[config.mk]
export PLATFORM = sky130hd
export DESIGN_NAME = branch_ctrl
export DESIGN_NICKNAME = d
export VERILOG_FILES = /design/src/rtl/branch_ctrl.sv
export SDC_FILE = /design/constraint.sdc
export NUM_CORES = 1
export LEC_CHECK = 0
export ABC_CLOCK_PERIOD_IN_PS = 2200
export BUFFER_PORTS_ARGS = -buffer_cell sky130_fd_sc_hd__buf_2
export CAP_MARGIN = 20
export CORE_UTILIZATION = 50
export CTS_BUF_LIST = sky130_fd_sc_hd__clkbuf_8
export CTS_CLUSTER_DIAMETER = 30
export DETAILED_ROUTE_END_ITERATION = 12
export PLACE_DENSITY = 0.76
export SETUP_SLACK_MARGIN = 0.2
export SLEW_MARGIN = 20
export SYNTH_ARGS = -nofsm -noshare
export SYNTH_HDL_FRONTEND = slang
export SYNTH_SLANG_ARGS = --single-unit
[constraint.sdc]
create_clock -name clk -period 2.2 [get_ports clk]
set_input_delay 0.55 -clock clk [delete_from_list [all_inputs] [get_ports clk]]
set_output_delay 0.55 -clock clk [all_outputs]
set_load 0.005 [all_outputs]
[src/rtl/branch_ctrl.sv]
// -----------------------------------------------------------------------------
// branch_ctrl
//
// Purpose:
//   Holds the architectural status register {Z,V,N} and the program counter,
//   and resolves conditional branches against the latched flags. The datapath
//   loads flags on compare-type ops, the decoder issues branch requests over a
//   valid/ready handshake, and instruction fetch reads pc.
//
//   A branch takes two states: IDLE accepts the request and captures the
//   condition and offset, EVAL resolves it in exactly one cycle. The result
//   (br_done/br_taken/br_err) and the redirected pc are visible in the cycle
//   after EVAL, which is also the earliest cycle a new request can be accepted.
//
// Ports:
//   clk          in   clock, all state updates on rising edge
//   reset_n      in   synchronous active-low reset
//   status_in    in   ALU status {Z,V,N} (bit2=Z, bit1=V, bit0=N)
//   load_status  in   latch status_in into status_q this edge (any state)
//   pc_inc       in   sequential fetch advance (ignored while in EVAL)
//   br_valid     in   branch request valid
//   br_ready     out  unit can accept a branch request (state is IDLE)
//   br_cond      in   condition code
//   br_imm       in   signed two's-complement branch offset
//   pc           out  current program counter
//   status_q     out  latched {Z,V,N}
//   br_done      out  one-cycle pulse: branch resolved
//   br_taken     out  branch was taken, valid while br_done=1
//   br_err       out  illegal condition code, valid while br_done=1
// -----------------------------------------------------------------------------
module branch_ctrl #(
  parameter int PC_W  = 9,
  parameter int IMM_W = 8
) (
  input  logic             clk,
  input  logic             reset_n,
  input  logic [2:0]       status_in,
  input  logic             load_status,
  input  logic             pc_inc,
  input  logic             br_valid,
  output logic             br_ready,
  input  logic [2:0]       br_cond,
  input  logic [IMM_W-1:0] br_imm,
  output logic [PC_W-1:0]  pc,
  output logic [2:0]       status_q,
  output logic             br_done,
  output logic             br_taken,
  output logic             br_err
);

  // Condition codes; 101..111 are illegal.
  localparam logic [2:0] COND_B   = 3'b000;
  localparam logic [2:0] COND_BEQ = 3'b001;
  localparam logic [2:0] COND_BNE = 3'b010;
  localparam logic [2:0] COND_BLT = 3'b011;
  localparam logic [2:0] COND_BLE = 3'b100;

  typedef enum logic {
    IDLE = 1'b0,
    EVAL = 1'b1
  } state_t;

  state_t state_reg;
  state_t state_next;

  logic [PC_W-1:0]  pc_reg;
  logic [2:0]       status_reg;
  logic [2:0]       cond_reg;
  logic [IMM_W-1:0] imm_reg;
  logic             done_reg;
  logic             taken_reg;
  logic             err_reg;

  logic             accept;
  logic             in_eval;
  logic             flag_z;
  logic             flag_v;
  logic             flag_n;
  logic             cond_true;
  logic             cond_illegal;
  logic [PC_W-1:0]  imm_ext;
  logic [PC_W-1:0]  target;

  // ---------------------------------------------------------------------------
  // FSM: state register
  // ---------------------------------------------------------------------------
  always_ff @(posedge clk) begin
    if (!reset_n) begin
      state_reg <= IDLE;
    end else begin
      state_reg <= state_next;
    end
  end

  // ---------------------------------------------------------------------------
  // FSM: next-state logic
  // ---------------------------------------------------------------------------
  always_comb begin
    state_next = state_reg;
    unique case (state_reg)
      IDLE:    if (br_valid) state_next = EVAL;
      EVAL:    state_next = IDLE;
      default: state_next = IDLE;
    endcase
  end

  // ---------------------------------------------------------------------------
  // FSM: outputs. br_ready depends on state only, so a request held high
  // during EVAL is simply not seen until the unit is back in IDLE.
  // ---------------------------------------------------------------------------
  always_comb begin
    br_ready = (state_reg == IDLE);
    in_eval  = (state_reg == EVAL);
    accept   = br_ready && br_valid;
  end

  // ---------------------------------------------------------------------------
  // Condition evaluation on the latched flags. status_reg already holds any
  // load made in the acceptance cycle; a load during EVAL lands at the same
  // edge as the result and therefore does not affect this branch.
  // ---------------------------------------------------------------------------
  always_comb begin
    flag_z       = status_reg[2];
    flag_v       = status_reg[1];
    flag_n       = status_reg[0];
    cond_true    = 1'b0;
    cond_illegal = 1'b0;
    unique case (cond_reg)
      COND_B:   cond_true = 1'b1;
      COND_BEQ: cond_true = flag_z;
      COND_BNE: cond_true = !flag_z;
      COND_BLT: cond_true = flag_n ^ flag_v;
      COND_BLE: cond_true = (flag_n ^ flag_v) | flag_z;
      default:  cond_illegal = 1'b1;
    endcase
  end

  // Sign-extend (or truncate) the offset to pc width; the sum wraps mod 2^PC_W
  // in both directions.
  always_comb begin
    imm_ext = PC_W'($signed(imm_reg));
    target  = pc_reg + imm_ext;
  end

  // ---------------------------------------------------------------------------
  // Program counter. In EVAL fetch is stalled, so pc_inc has no effect there.
  // When a branch is accepted together with pc_inc, the increment happens and
  // the target is later computed from the incremented pc.
  // ---------------------------------------------------------------------------
  always_ff @(posedge clk) begin
    if (!reset_n) begin
      pc_reg <= '0;
    end else if (in_eval) begin
      if (cond_true && !cond_illegal) begin
        pc_reg <= target;
      end
    end else if (pc_inc) begin
      pc_reg <= pc_reg + PC_W'(1);
    end
  end

  // ---------------------------------------------------------------------------
  // Status register, loadable in every state.
  // ---------------------------------------------------------------------------
  always_ff @(posedge clk) begin
    if (!reset_n) begin
      status_reg <= 3'b000;
    end else if (load_status) begin
      status_reg <= status_in;
    end
  end

  // ---------------------------------------------------------------------------
  // Branch request capture; the decoder is free to change br_cond/br_imm once
  // the handshake has completed.
  // ---------------------------------------------------------------------------
  always_ff @(posedge clk) begin
    if (!reset_n) begin
      cond_reg <= 3'b000;
      imm_reg  <= '0;
    end else if (accept) begin
      cond_reg <= br_cond;
      imm_reg  <= br_imm;
    end
  end

  // ---------------------------------------------------------------------------
  // Result pulse. Cleared by reset, so a branch interrupted in EVAL never
  // reports completion.
  // ---------------------------------------------------------------------------
  always_ff @(posedge clk) begin
    if (!reset_n) begin
      done_reg  <= 1'b0;
      taken_reg <= 1'b0;
      err_reg   <= 1'b0;
    end else begin
      done_reg  <= in_eval;
      taken_reg <= in_eval && cond_true && !cond_illegal;
      err_reg   <= in_eval && cond_illegal;
    end
  end

  assign pc       = pc_reg;
  assign status_q = status_reg;
  assign br_done  = done_reg;
  assign br_taken = taken_reg;
  assign br_err   = err_reg;

endmodule

### Word-level counts from Yosys, hierarchy flattened

Cells that the tools add are included.

* register bits: 27
* input port bits: 19
* output and inout port bits: 16
* logic and storage cells: 35

* $add $sub $neg: 2
* eq/ne operators: 5
* mux-type cells: 7
* bitwise operators: 3
* reduce and logical (&&, ||, !) cells: 10

Operators by type and width (count)
* 2-to-1 mux 9 bit: 3
* adder 9 x 1 -> 9 bit, second input constant: 1
* adder 9 bit: 1
* == test 3 x 2 -> 1 bit, second input constant: 2
* logical AND 1 bit: 5
* case mux 1 bit (5 select lines): 1
* OR reduction 5 bit: 1
* == test 3 x 1 -> 1 bit, second input constant: 1
* == test 3 bit, second input constant: 1
* zero test 3 bit: 1
* 2-to-1 mux 1 bit: 2
* inequality test 2 x 1 -> 1 bit, second input constant: 1
* case mux 1 bit (2 select lines): 1
* AND reduction 2 bit: 1
* nonzero test 2 bit: 1
* zero test 1 bit: 1
* NOT 1 bit: 1
* OR 1 bit: 1
* XOR 1 bit: 1

### Logic depth before layout (Yosys ltp)

* depth after elaboration: 6
* gate-level depth with buffers: 9

### Least setup slack after synthesis

Ideal clock, no wire load.

* path kind: register -> register
* from: reg state_reg, in the netlist in_eval
* to: reg pc_reg[8], in the netlist pc[8]
* setup time: 0.072 ns
* arrival: 2.145 ns
* path slack: -0.016 ns
* stages on the path, launching flop included: 10
* buffers on the path: 1
* clock period less this slack: 2.216 ns
* cells stage by stage: dfxtp_1 -> clkbuf_1 -> nand2b_1 -> ha_1 -> fa_1 -> a211oi_1 -> o211ai_1 -> a21o_1 -> a21oi_1 -> mux2i_1

* longest elaborated chain between the ends: 2

RTL lines
* from (decl): RTL line 63 `state_t state_reg;`
* from (signal assigned): RTL line 91 `state_reg <= state_next;`
* inequality test 2 x 1 -> 1 bit (no line) / nonzero test 2 bit (equally long branches)
* AND reduction 2 bit (no line)
* to (signal assigned): RTL line 155 `pc_reg <= target;`
* to (signal assigned): RTL line 158 `pc_reg <= pc_reg + PC_W'(1);`
* to (decl): RTL line 66 `logic [PC_W-1:0] pc_reg;`

Several ways; a longest one is shown, not always the timed one.
A chain may end at the register's enable or synchronous reset.

### Worst setup path after layout

* from: reg state_reg, in the netlist in_eval
* to: reg pc_reg[7], in the netlist pc[7]

Same word-level chain as after synthesis.

==> run metrics <==
max_slew headroom 0.5765; fmax 496.2 MHz; vias per cell 5.456; max FFs per register 9; I/O pin cnt 35; Period Utilization, post-route 0.9161; Synth Cell Area 1471 um2; RSZ-0062 raised after global routing true; max-slew violation count 0; commonest non-fill, non-tap cell in the layout buf_2; Die Y-Extent 56.25 um; #FFs+latches synth 27; die area 3164 um2; Post-Route M1 WL 1.387 mm; Worst Skew 0.005609 ns; Fill cells 239; nets 224; global-route wire length before repair 5.306 mm; Max clock buf depth 2; synthesis-to-finish area growth 25.60%; crit path time final 2.015 ns; Worst-Margin Slew 0.6353 ns; worst skew pair latency 0.28 ns; Placer Congestion 0.8286; routed length per instance 14.09 um; most frequent cells in the layout buf_2, nand2_1, dfxtp_1, a21boi_0; Die X 56.25 um; wire length on met2 1.614 mm; worst path required time 2.38 ns; Max Fanout on Critical Path 4; DR top layer met4; initial cell density of the core 0.5290; Fin Setup TNS 0 ns; post-synthesis sequential area ratio 0.3673; drc violations 0; DRT iter0 DRCs 27; Fin Hold WS 0.4698 ns; Setup crit end kind register; DR pass1 iterations 4; H-tree depth 1; multi-input logic area 1003 um2; final setup vio count 0; Final HPWL DP 2.215 mm; CTS tree done; Row Count 19; Worst Hold Class register to register; layout cells sized above 1 0.3333; Post-Route WL 3.185 mm; Total GRT Usage 0.2166; Static Leak 0.8327 nW; core area 2781 um2; outcome completed; PwrDens 538.9 nW/um2; slowest stage cell, crit path dfxtp_4; # clock sinks 27; Antenna Nets Post-Route 0; via count 1233; Final Hold Fails 0; Mapped Nets 187; Max stage delay on crit path 0.37 ns; Port Buffers 34; Crit Path Class register to register; Mapped Cells 159; register area 545.5 um2; Num CTS Buffers 3; Reg clk slew, reported paths 0.09 ns; number of global-route vias before repair 1160; # diodes 0; critical path launch point type register; Peak VDD IR 0.5190 mV; largest net degree at the start of global routing 28; dpl cell area 1688 um2; CTS root buf clkbuf_8; Overflow after GRT 0; max cap viols 0; Distinct cells, synth 35; worst path cell trace and2_4 -> ha_4 -> a211o_1 -> a21o_1 -> a2111oi_4 -> nor4_2 -> o21a_1; synthesized area per cell 9.254 um2; Ys Warns 0; initial antenna violation count 0; met3 WL post-DR 105 um; Worst Path Arrival 2.20 ns; CTS Hold Bufs 0; fin area 1848 um2
[report_power, final]
| group | leakage, nW | switching [mW] | total, mW | internal [mW] |
|---|---|---|---|---|
| clock network | 0.0217 | 0.158 | 0.286 | 0.129 |
| registers | 0.222 | 0.0246 | 0.538 | 0.514 |
| logic | 0.589 | 0.0816 | 0.171 | 0.0898 |
| total | 0.833 | 0.264 | 0.996 | 0.732 |
[logic make-up after synthesis]
family / after synthesis / synth area share
compound gates: 40 / 0.2126
xor+xnor: 5 / 0.02977
fa+ha+maj: 9 / 0.08164
buf+inv: 8 / 0.02551
flops: 27 / 0.3673
mux: 11 / 0.07568
simple gates: 59 / 0.2075
[Yosys cell counts]
library cell | count | area, um2
xnor2_1 | 2 | 17.52
inv_1 | 2 | 7.510
xor2_1 | 3 | 26.28
nand2b_1 | 5 | 31.28
and2_2 | 1 | 7.510
a211oi_1 | 3 | 22.52
a21boi_0 | 11 | 82.58
ha_1 | 8 | 100.1
a22o_1 | 1 | 8.760
nand3_1 | 2 | 10.01
nand2_1 | 25 | 93.84
o21a_1 | 3 | 22.52
nor2_1 | 3 | 11.26
buf_6 | 1 | 11.26
and3_1 | 1 | 6.260
a21oi_1 | 5 | 25.02
fa_1 | 1 | 20.02
clkbuf_1 | 5 | 18.77
a211o_1 | 1 | 8.760
a2111oi_4 | 1 | 27.53
and2_1 | 8 | 50.05
o21ai_0 | 4 | 20.02
o211ai_1 | 2 | 15.01
o2111ai_1 | 1 | 8.760
o22ai_2 | 1 | 12.51
dfxtp_1 | 27 | 540.5
nand3b_1 | 1 | 7.510
mux2_1 | 1 | 11.26
nor2b_1 | 10 | 62.56
or2_2 | 2 | 12.51
mux2i_1 | 10 | 100.1
nor4_2 | 1 | 12.51
o31ai_2 | 1 | 12.51
a21oi_2 | 1 | 8.760
a21o_1 | 5 | 37.54
[per-stage QoR]
step                  util  power (mW)  worst slack (ns)  instances
finish              0.6644      0.9960            0.1845        226
CTS                 0.6320      0.9858            0.1834        224
global placement    0.6068      0.6920            0.2145        220
global route        0.6644       1.047            0.1319        226
floorplan                -      0.6481            0.1685        159
detailed placement  0.6068      0.6978            0.1285        220
[path summary, 6_finish.rpt]
kind / from / to / slack [ns] / cells after the start
worst max-delay path: in_eval$_SDFF_PP0_ / pc[7]$_SDFFE_PN0P_ / 0.18 / 7
worst min register to register: imm_reg[0]$_SDFFE_PN0P_ / imm_reg[0]$_SDFFE_PN0P_ / 0.47 / 2
worst min-delay path: imm_reg[0]$_SDFFE_PN0P_ / imm_reg[0]$_SDFFE_PN0P_ / 0.47 / 2
worst max register to register: in_eval$_SDFF_PP0_ / pc[7]$_SDFFE_PN0P_ / 0.18 / 7
[timing repair]
action                     CTS  global route
setup buffers                0             2
resized for setup            4            13
pin swaps                    3            10
setup endpoints to repair    2             3
[worst max-delay path, delay by kind of cell, from the launching register on]
family / cells / cell delay (ns)
AO/OA/AOI/OAI: 4 / 1.05
flip-flops: 1 / 0.37
AND/OR/NAND/NOR: 2 / 0.26
adder cells (fa/ha/maj): 1 / 0.24
[cell type report]
type,instances,share of cell area
multi-input combinational,124,0.5430
sequential,27,0.2952
timing repair buffer,38,0.1104
clock buffer,3,0.02234
tap,31,0.02099
clock inverter,1,0.004062
inverter,2,0.004062
[metal layers]
layer	track usage	vias up
met5	0	-
met4	0.1010	0
met3	0.03023	10
met2	0.3690	32
met1	0.2690	565
li1	-	626
(Power assumes the default switching activity.)
